### config.mk
export PLATFORM = sky130hd
export DESIGN_NAME = ft_stream_demux
export DESIGN_NICKNAME = d
export VERILOG_FILES = /design/src/rtl/sdr_pkg.sv /design/src/rtl/sat_counter.sv /design/src/rtl/ft_stream_demux.sv
export SDC_FILE = /design/constraint.sdc
export NUM_CORES = 1
export LEC_CHECK = 0
export BUFFER_PORTS_ARGS = -buffer_cell sky130_fd_sc_hd__buf_2
export CORE_MARGIN = 3
export CORE_UTILIZATION = 50
export DETAILED_ROUTE_END_ITERATION = 12
export PLACE_DENSITY = 0.76
export SYNTH_ARGS = -nofsm -noshare
export SYNTH_HDL_FRONTEND = slang
export SYNTH_SLANG_ARGS = --single-unit
### constraint.sdc
create_clock -name clk -period 3 [get_ports clk]
set_input_delay 0.15 -clock clk [delete_from_list [all_inputs] [get_ports clk]]
set_output_delay 0.15 -clock clk [all_outputs]
set_load 0.02 [all_outputs]
### src/rtl/sdr_pkg.sv
// Shared definitions for the FT600 stream demultiplexer: header layout,
// reserved channel ids and the parser state encoding.
package sdr_pkg;

    localparam logic [3:0] HDR_MAGIC = 4'hA;
    localparam int         MAGIC_LSB = 28;
    localparam int         ID_LSB    = 24;
    localparam int         LEN_LSB   = 0;
    localparam int         LEN_W     = 16;
    localparam logic [3:0] CPU_ID    = 4'hF;

    typedef enum logic [1:0] {
        ST_HDR     = 2'd0,
        ST_PAYLOAD = 2'd1,
        ST_DROP    = 2'd2
    } state_e;

endpackage

### src/rtl/sat_counter.sv
// Saturating up-counter with synchronous clear; holds at all-ones.
module sat_counter #(
    parameter int CNT_WIDTH = 16
) (
    input  logic                 clk,
    input  logic                 reset,
    input  logic                 inc_i,
    output logic [CNT_WIDTH-1:0] count_o
);

    logic [CNT_WIDTH-1:0] count_q, count_d;

    always_comb begin
        count_d = count_q;
        if (inc_i && (count_q != '1)) begin
            count_d = count_q + 1'b1;
        end
    end

    always_ff @(posedge clk) begin
        if (reset) begin
            count_q <= '0;
        end else begin
            count_q <= count_d;
        end
    end

    assign count_o = count_q;

endmodule

### src/rtl/ft_stream_demux.sv
// Splits the FT600 read stream into per-channel IQ samples and CPU control
// words, framed by length-prefixed headers.
module ft_stream_demux
    import sdr_pkg::*;
#(
    parameter int FT_DATA_WIDTH    = 32,
    parameter int IQ_PAIR_WIDTH    = 24,
    parameter int QSTART_BIT_INDEX = 16,
    parameter int NUM_CH           = 2,
    parameter int CNT_WIDTH        = 16
) (
    input  logic                            clk,
    input  logic                            reset,
    input  logic [FT_DATA_WIDTH-1:0]        data_i,
    input  logic                            we_i,
    output logic                            full_o,
    output logic                            enough_o,
    input  logic [NUM_CH-1:0]               fifo_full_i,
    input  logic [NUM_CH-1:0]               fifo_enough_i,
    output logic [NUM_CH*IQ_PAIR_WIDTH-1:0] fifo_data_o,
    output logic [NUM_CH-1:0]               fifo_we_o,
    output logic [FT_DATA_WIDTH-1:0]        cpu_data_o,
    output logic                            cpu_we_o,
    input  logic                            cpu_full_i,
    output logic [CNT_WIDTH-1:0]            hdr_err_o,
    output logic [CNT_WIDTH-1:0]            ovf_err_o,
    output logic                            busy_o
);

    localparam int HALF = IQ_PAIR_WIDTH / 2;

    state_e                          state_q, state_d;
    logic [LEN_W-1:0]                remaining_q, remaining_d;
    logic [3:0]                      id_q, id_d;
    logic [NUM_CH-1:0]               fifo_we_q, fifo_we_d;
    logic [NUM_CH*IQ_PAIR_WIDTH-1:0] fifo_data_q, fifo_data_d;
    logic                            cpu_we_q, cpu_we_d;
    logic [FT_DATA_WIDTH-1:0]        cpu_data_q, cpu_data_d;

    logic                            hdr_err_inc, ovf_err_inc;
    logic                            tgt_full, tgt_enough;
    logic [3:0]                      hdr_magic, hdr_id;
    logic [LEN_W-1:0]                hdr_len;
    logic                            id_is_cpu, id_is_chan;
    logic [IQ_PAIR_WIDTH-1:0]        sample;

    assign hdr_magic  = data_i[MAGIC_LSB +: 4];
    assign hdr_id     = data_i[ID_LSB +: 4];
    assign hdr_len    = data_i[LEN_LSB +: LEN_W];
    assign id_is_cpu  = (hdr_id == CPU_ID);
    assign id_is_chan = (int'(hdr_id) < NUM_CH);
    assign sample     = {data_i[QSTART_BIT_INDEX +: HALF], data_i[HALF-1:0]};

    // Back-pressure of the packet's current target, irrespective of state.
    always_comb begin
        tgt_full   = 1'b0;
        tgt_enough = 1'b1;
        if (id_q == CPU_ID) begin
            tgt_full   = cpu_full_i;
            tgt_enough = ~cpu_full_i;
        end else begin
            for (int unsigned k = 0; k < NUM_CH; k++) begin
                if (id_q == k[3:0]) begin
                    tgt_full   = fifo_full_i[k];
                    tgt_enough = fifo_enough_i[k];
                end
            end
        end
    end

    assign full_o   = (state_q == ST_PAYLOAD) ? tgt_full   : 1'b0;
    assign enough_o = (state_q == ST_PAYLOAD) ? tgt_enough : 1'b1;
    assign busy_o   = (state_q != ST_HDR);

    always_comb begin
        state_d     = state_q;
        remaining_d = remaining_q;
        id_d        = id_q;
        fifo_we_d   = '0;
        fifo_data_d = fifo_data_q;
        cpu_we_d    = 1'b0;
        cpu_data_d  = cpu_data_q;
        hdr_err_inc = 1'b0;
        ovf_err_inc = 1'b0;

        case (state_q)
            ST_HDR: begin
                if (we_i) begin
                    if (hdr_magic != HDR_MAGIC) begin
                        hdr_err_inc = 1'b1;
                    end else if (hdr_len != '0) begin
                        remaining_d = hdr_len;
                        id_d        = hdr_id;
                        if (id_is_chan || id_is_cpu) begin
                            state_d = ST_PAYLOAD;
                        end else begin
                            state_d     = ST_DROP;
                            hdr_err_inc = 1'b1;
                        end
                    end
                end
            end

            ST_PAYLOAD, ST_DROP: begin
                if (we_i) begin
                    // Every word counts toward the length, even if dropped,
                    // so framing survives overflow.
                    remaining_d = remaining_q - 1'b1;
                    if (remaining_q == LEN_W'(1)) begin
                        state_d = ST_HDR;
                    end
                    if (state_q == ST_PAYLOAD) begin
                        if (tgt_full) begin
                            ovf_err_inc = 1'b1;
                        end else if (id_q == CPU_ID) begin
                            cpu_we_d   = 1'b1;
                            cpu_data_d = data_i;
                        end else begin
                            for (int unsigned k = 0; k < NUM_CH; k++) begin
                                if (id_q == k[3:0]) begin
                                    fifo_we_d[k] = 1'b1;
                                    fifo_data_d[k*IQ_PAIR_WIDTH +: IQ_PAIR_WIDTH] = sample;
                                end
                            end
                        end
                    end
                end
            end

            default: state_d = ST_HDR;
        endcase
    end

    always_ff @(posedge clk) begin
        if (reset) begin
            state_q     <= ST_HDR;
            remaining_q <= '0;
            id_q        <= '0;
            fifo_we_q   <= '0;
            fifo_data_q <= '0;
            cpu_we_q    <= 1'b0;
            cpu_data_q  <= '0;
        end else begin
            state_q     <= state_d;
            remaining_q <= remaining_d;
            id_q        <= id_d;
            fifo_we_q   <= fifo_we_d;
            fifo_data_q <= fifo_data_d;
            cpu_we_q    <= cpu_we_d;
            cpu_data_q  <= cpu_data_d;
        end
    end

    assign fifo_we_o   = fifo_we_q;
    assign fifo_data_o = fifo_data_q;
    assign cpu_we_o    = cpu_we_q;
    assign cpu_data_o  = cpu_data_q;

    sat_counter #(.CNT_WIDTH(CNT_WIDTH)) u_hdr_err (
        .clk     (clk),
        .reset   (reset),
        .inc_i   (hdr_err_inc),
        .count_o (hdr_err_o)
    );

    sat_counter #(.CNT_WIDTH(CNT_WIDTH)) u_ovf_err (
        .clk     (clk),
        .reset   (reset),
        .inc_i   (ovf_err_inc),
        .count_o (ovf_err_o)
    );

endmodule

==> flow_metrics.py <==
metrics = {
    "floorplanning": {
        "boundaryPins": 158,
        "initial_core_util": 0.514,
        "die-width_um": 115,
        "die-area_um2": 13200,
        "rows": 39,
        "fp.coreArea_um2": 11500,
        "die_height_um": 115,
    },
    "logic_synthesis": {
        "async_reset_ff_frac": 0,
        "postSynthCellCount": 753,
        "number_of_synthesized_register_bits": 137,
        "yosysWarnings": 0,
        "number_of_distinct_library_cells_after_synthesis": 52,
        "most_used_flip_flop_cell_after_synthesis": "dfxtp_1",
        "syn_nets": 799,
        "post_synth.cell_area_avg_um2": 7.86,
        "netlist_area_um2": 5920,
        "number_of_enable_flip_flop_cells_after_synthesis": 0,
        "ys_seq_area_frac": 0.463,
    },
    "layout": {
        "layout.filler_cells": 955,
        "antenna_cells": 0,
        "instances_no_fill": 1067,
        "drive_above_1_share": 0.231,
        "final_util": 0.661,
        "area_growth_pct": 28.5,
        "finalNetCount": 957,
    },
    "global_routing": {
        "grt_pass1_wl_um": 26400,
        "number_of_antenna_violations_at_the_first_check_in_global_routing": 0,
        "total_global_route_track_usage": 0.250,
        "gr-total-overflow": 0,
        "grt_max_degree": 59,
        "vias_in_the_first_global_route": 5401,
    },
    "sta": {
        "rsz0062_at_grt": "no",
        "max_freq_ghz": 0.398,
        "maxSlewHeadroom": 0.414,
        "holdWs_ns": 0.0167,
        "final.period_utilization": 0.837,
        "layout_min_cycle_time_ns": 2.51,
        "report.final.setup_viol": 0,
        "hold_viol_final": 0,
        "finClkSkew_ns": 0.0109,
        "timing_max_transition_violations_final": 0,
        "tightest_slew_ns": 0.880,
        "tns_ns": 0,
    },
    "job": {
        "max-cap-violations": 0,
    },
    "power_and_ir_drop": {
        "irDropWorstVdd_mv": 0.385,
        "share_comb_of_total_power": 0.049,
        "total_switching_power_uw": 930,
        "clockPowerShare": 0.519,
        "p_int_uw": 3330,
        "finalPower_uw": 4260,
        "p_per_area_nw_per_um2": 560,
        "switching_share": 0.218,
        "leakage_uw": 0.00312,
        "p_seq_frac": 0.432,
    },
    "critical_path": {
        "required_time_at_the_worst_slack_endpoint_ns": 3.30,
        "path_class": "primary input to register",
        "r2r_end": "u_ovf_err.count_o[15]$_SDFFE_PP0P_",
        "startpoint_type": "primary input",
        "rrSetupSlack_ns": 0.65,
        "worst-path-max-fanout": 13,
        "worst-endpoint-arrival_ns": 2.81,
        "reg2reg_from": "state_q[0]$_SDFFE_PP0P_",
        "critical_path.endpoint_type": "register",
        "rr_worst_depth": 8,
    },
    "clock_tree": {
        "tritoncts": "built",
        "worst_setup_hold_path_clk_slew_ns": 0.06,
        "tritoncts.num_buffers": 17,
        "cts_htree_levels": 4,
        "root_buffer": "clkbuf_16",
        "cts.sink_count": 137,
        "postCtsSetupRepairBufs": 0,
        "cts_hold_buf": 16,
        "max-clock-path-buffers": 2,
        "clkLatencyLatePin_ns": 0.42,
        "post_cts_resize_count": 0,
    },
    "route": {
        "via_count": 5936,
        "routed_length_per_placed_instance_um": 15.8,
        "drt_pre_antenna_iters": 5,
        "avgViaCountPerCell": 5.56,
        "finalWirelength_um": 16800,
        "post_route_drc_violation_count": 0,
        "drt_iter0_markers": 588,
        "drtAntennaViolNets": 0,
    },
    "status": {
        "outcome": "complete, no violations",
    },
    "min_path": {
        "worst_hold_path.num_cells": 3,
        "min_from": "data_i[8]",
        "holdPathEnd": "fifo_data_o[8]$_SDFFE_PP0P_",
        "worst_hold_path_type": "primary input to register",
    },
    "placement": {
        "numPlacedInstances": 1019,
        "replace_congestion": 0.911,
        "port_buffers": 157,
        "dp_hpwl_um": 11200,
    },
}
[cell usage after synthesis, types with 2 or more instances]
master / count / area share
buf_2: 2 / 0.0017
clkbuf_1: 41 / 0.026
nand3b_1: 2 / 0.0025
nand4_1: 15 / 0.016
a22oi_1: 2 / 0.0025
or4_4: 2 / 0.0038
dfxtp_1: 137 / 0.46
nor3_1: 11 / 0.0093
or2_2: 3 / 0.0032
xor2_1: 15 / 0.022
o31a_1: 2 / 0.0030
xnor2_1: 10 / 0.015
o21ai_0: 15 / 0.013
and2_1: 4 / 0.0042
nor2b_1: 8 / 0.0085
nand2_1: 197 / 0.12
nor4_1: 9 / 0.0095
o21ai_1: 2 / 0.0017
nor2_1: 56 / 0.036
nor4b_1: 4 / 0.0059
or4_1: 8 / 0.010
mux2i_1: 7 / 0.012
nand2b_1: 5 / 0.0053
a31oi_1: 3 / 0.0032
and4_1: 2 / 0.0030
a21oi_1: 98 / 0.083
nand3_1: 23 / 0.019
o21a_1: 2 / 0.0025
o211ai_1: 7 / 0.0089
o31ai_1: 3 / 0.0038
nor3b_1: 3 / 0.0038
and3_1: 11 / 0.012
a32o_1: 2 / 0.0034
a21o_1: 3 / 0.0038
or3_1: 8 / 0.0085
inv_1: 8 / 0.0051
ha_1: 6 / 0.013
mux2_2: 3 / 0.0057
[placed cells by master (no fill, tap or decap), types with 4 or more instances in the layout]
master,count
nor3_1,11
or3_1,8
buf_2,156
and2_1,4
or4_1,8
ha_1,6
inv_1,8
nand2_1,197
mux2i_1,7
nand4_1,15
buf_4,10
nand3_1,23
clkbuf_8,5
dlygate4sd3_1,16
nor2b_1,8
and3_1,11
o211ai_1,7
dfxtp_1,137
nor4_1,8
nand2b_1,5
nor2_1,55
o21ai_0,15
clkbuf_16,17
xnor2_1,10
xor2_1,15
a21oi_1,98
[power groups by stage]
stage / sequential [uW] / clock [uW] / combinational [uW]
after CTS: 1840 / 2230 / 206
after global placement: 1880 / 0 / 188
final: 1840 / 2210 / 210
after global routing: 1840 / 2310 / 230
after detailed placement: 1880 / 0 / 189
after floorplan: 1880 / 0 / 101
[per-layer routing]
layer / track usage / part of all wire / vias up
met2: 0.390 / 0.46 / 269
met1: 0.327 / 0.44 / 2726
met5: 0 / 0 / -
met4: 0.106 / 0.023 / 0
li1: - / - / 2903
met3: 0.0695 / 0.082 / 38
[logic make-up after synthesis]
logic type | count (synthesis) | synth area share
flops | 137 | 0.463
fa+ha+maj | 6 | 0.0127
simple gates | 378 | 0.297
xor+xnor | 25 | 0.0370
buf+inv | 52 | 0.0347
compound gates | 145 | 0.138
mux | 10 | 0.0175
[flip-flops by register name (all words and copies together), names as in the netlist, 2 cells and up]
name	cells
id_q	4
u_ovf_err.count_o	16
remaining_q	16
u_hdr_err.count_o	16
fifo_data_o	48
cpu_data_o	32
fifo_we_o	2
state_q	2
[worst max-delay path, stage by stage]
cell           delay, ns
dlygate4sd3_1       0.54
buf_2               0.15
or4_4               0.53
or4_4               0.59
a41oi_2             0.20
buf_4               0.20
nand2b_1            0.24
or4_1               0.14
a21oi_1             0.06
[worst max-delay path by stage]
| stage | startpoint | end | slack (ns) | cells after the start |
|---|---|---|---|---|
| after floorplan | state_q[0]$_SDFFE_PP0P_ | u_ovf_err.count_o[15]$_SDFFE_PP0P_ | 0.58 | 8 |
| after detailed placement | data_i[0] | u_hdr_err.count_o[11]$_SDFFE_PP0P_ | 0.59 | 8 |
| final | data_i[12] | u_hdr_err.count_o[11]$_SDFFE_PP0P_ | 0.49 | 9 |
| after CTS | data_i[12] | u_hdr_err.count_o[3]$_SDFFE_PP0P_ | 0.53 | 9 |
| after global routing | data_i[12] | u_hdr_err.count_o[3]$_SDFFE_PP0P_ | 0.38 | 9 |
| after global placement | data_i[0] | u_hdr_err.count_o[3]$_SDFFE_PP0P_ | 0.61 | 8 |
[final cells by class]
cell class                 count  area (um^2)  area share
multi-input combinational    564         2990       0.393
sequential                   137         2740       0.361
timing repair buffer         183         1040       0.136
clock buffer                  23          498      0.0655
tap                          143          179      0.0235
clock inverter                 9          135      0.0178
inverter                       8         30.0     0.00395
[through the flow]
| step | worst slack, ns | cell area [um^2] |
|---|---|---|
| 5_1_grt | 0.383 | 7610 |
| 4_1_cts | 0.527 | 7610 |
| 2_1_floorplan | 0.584 | 5920 |
| 6_report | 0.490 | 7610 |
| 3_3_place_gp | 0.612 | 6810 |
| 3_5_place_dp | 0.587 | 6810 |
Power figures use the tool's default switching activity.
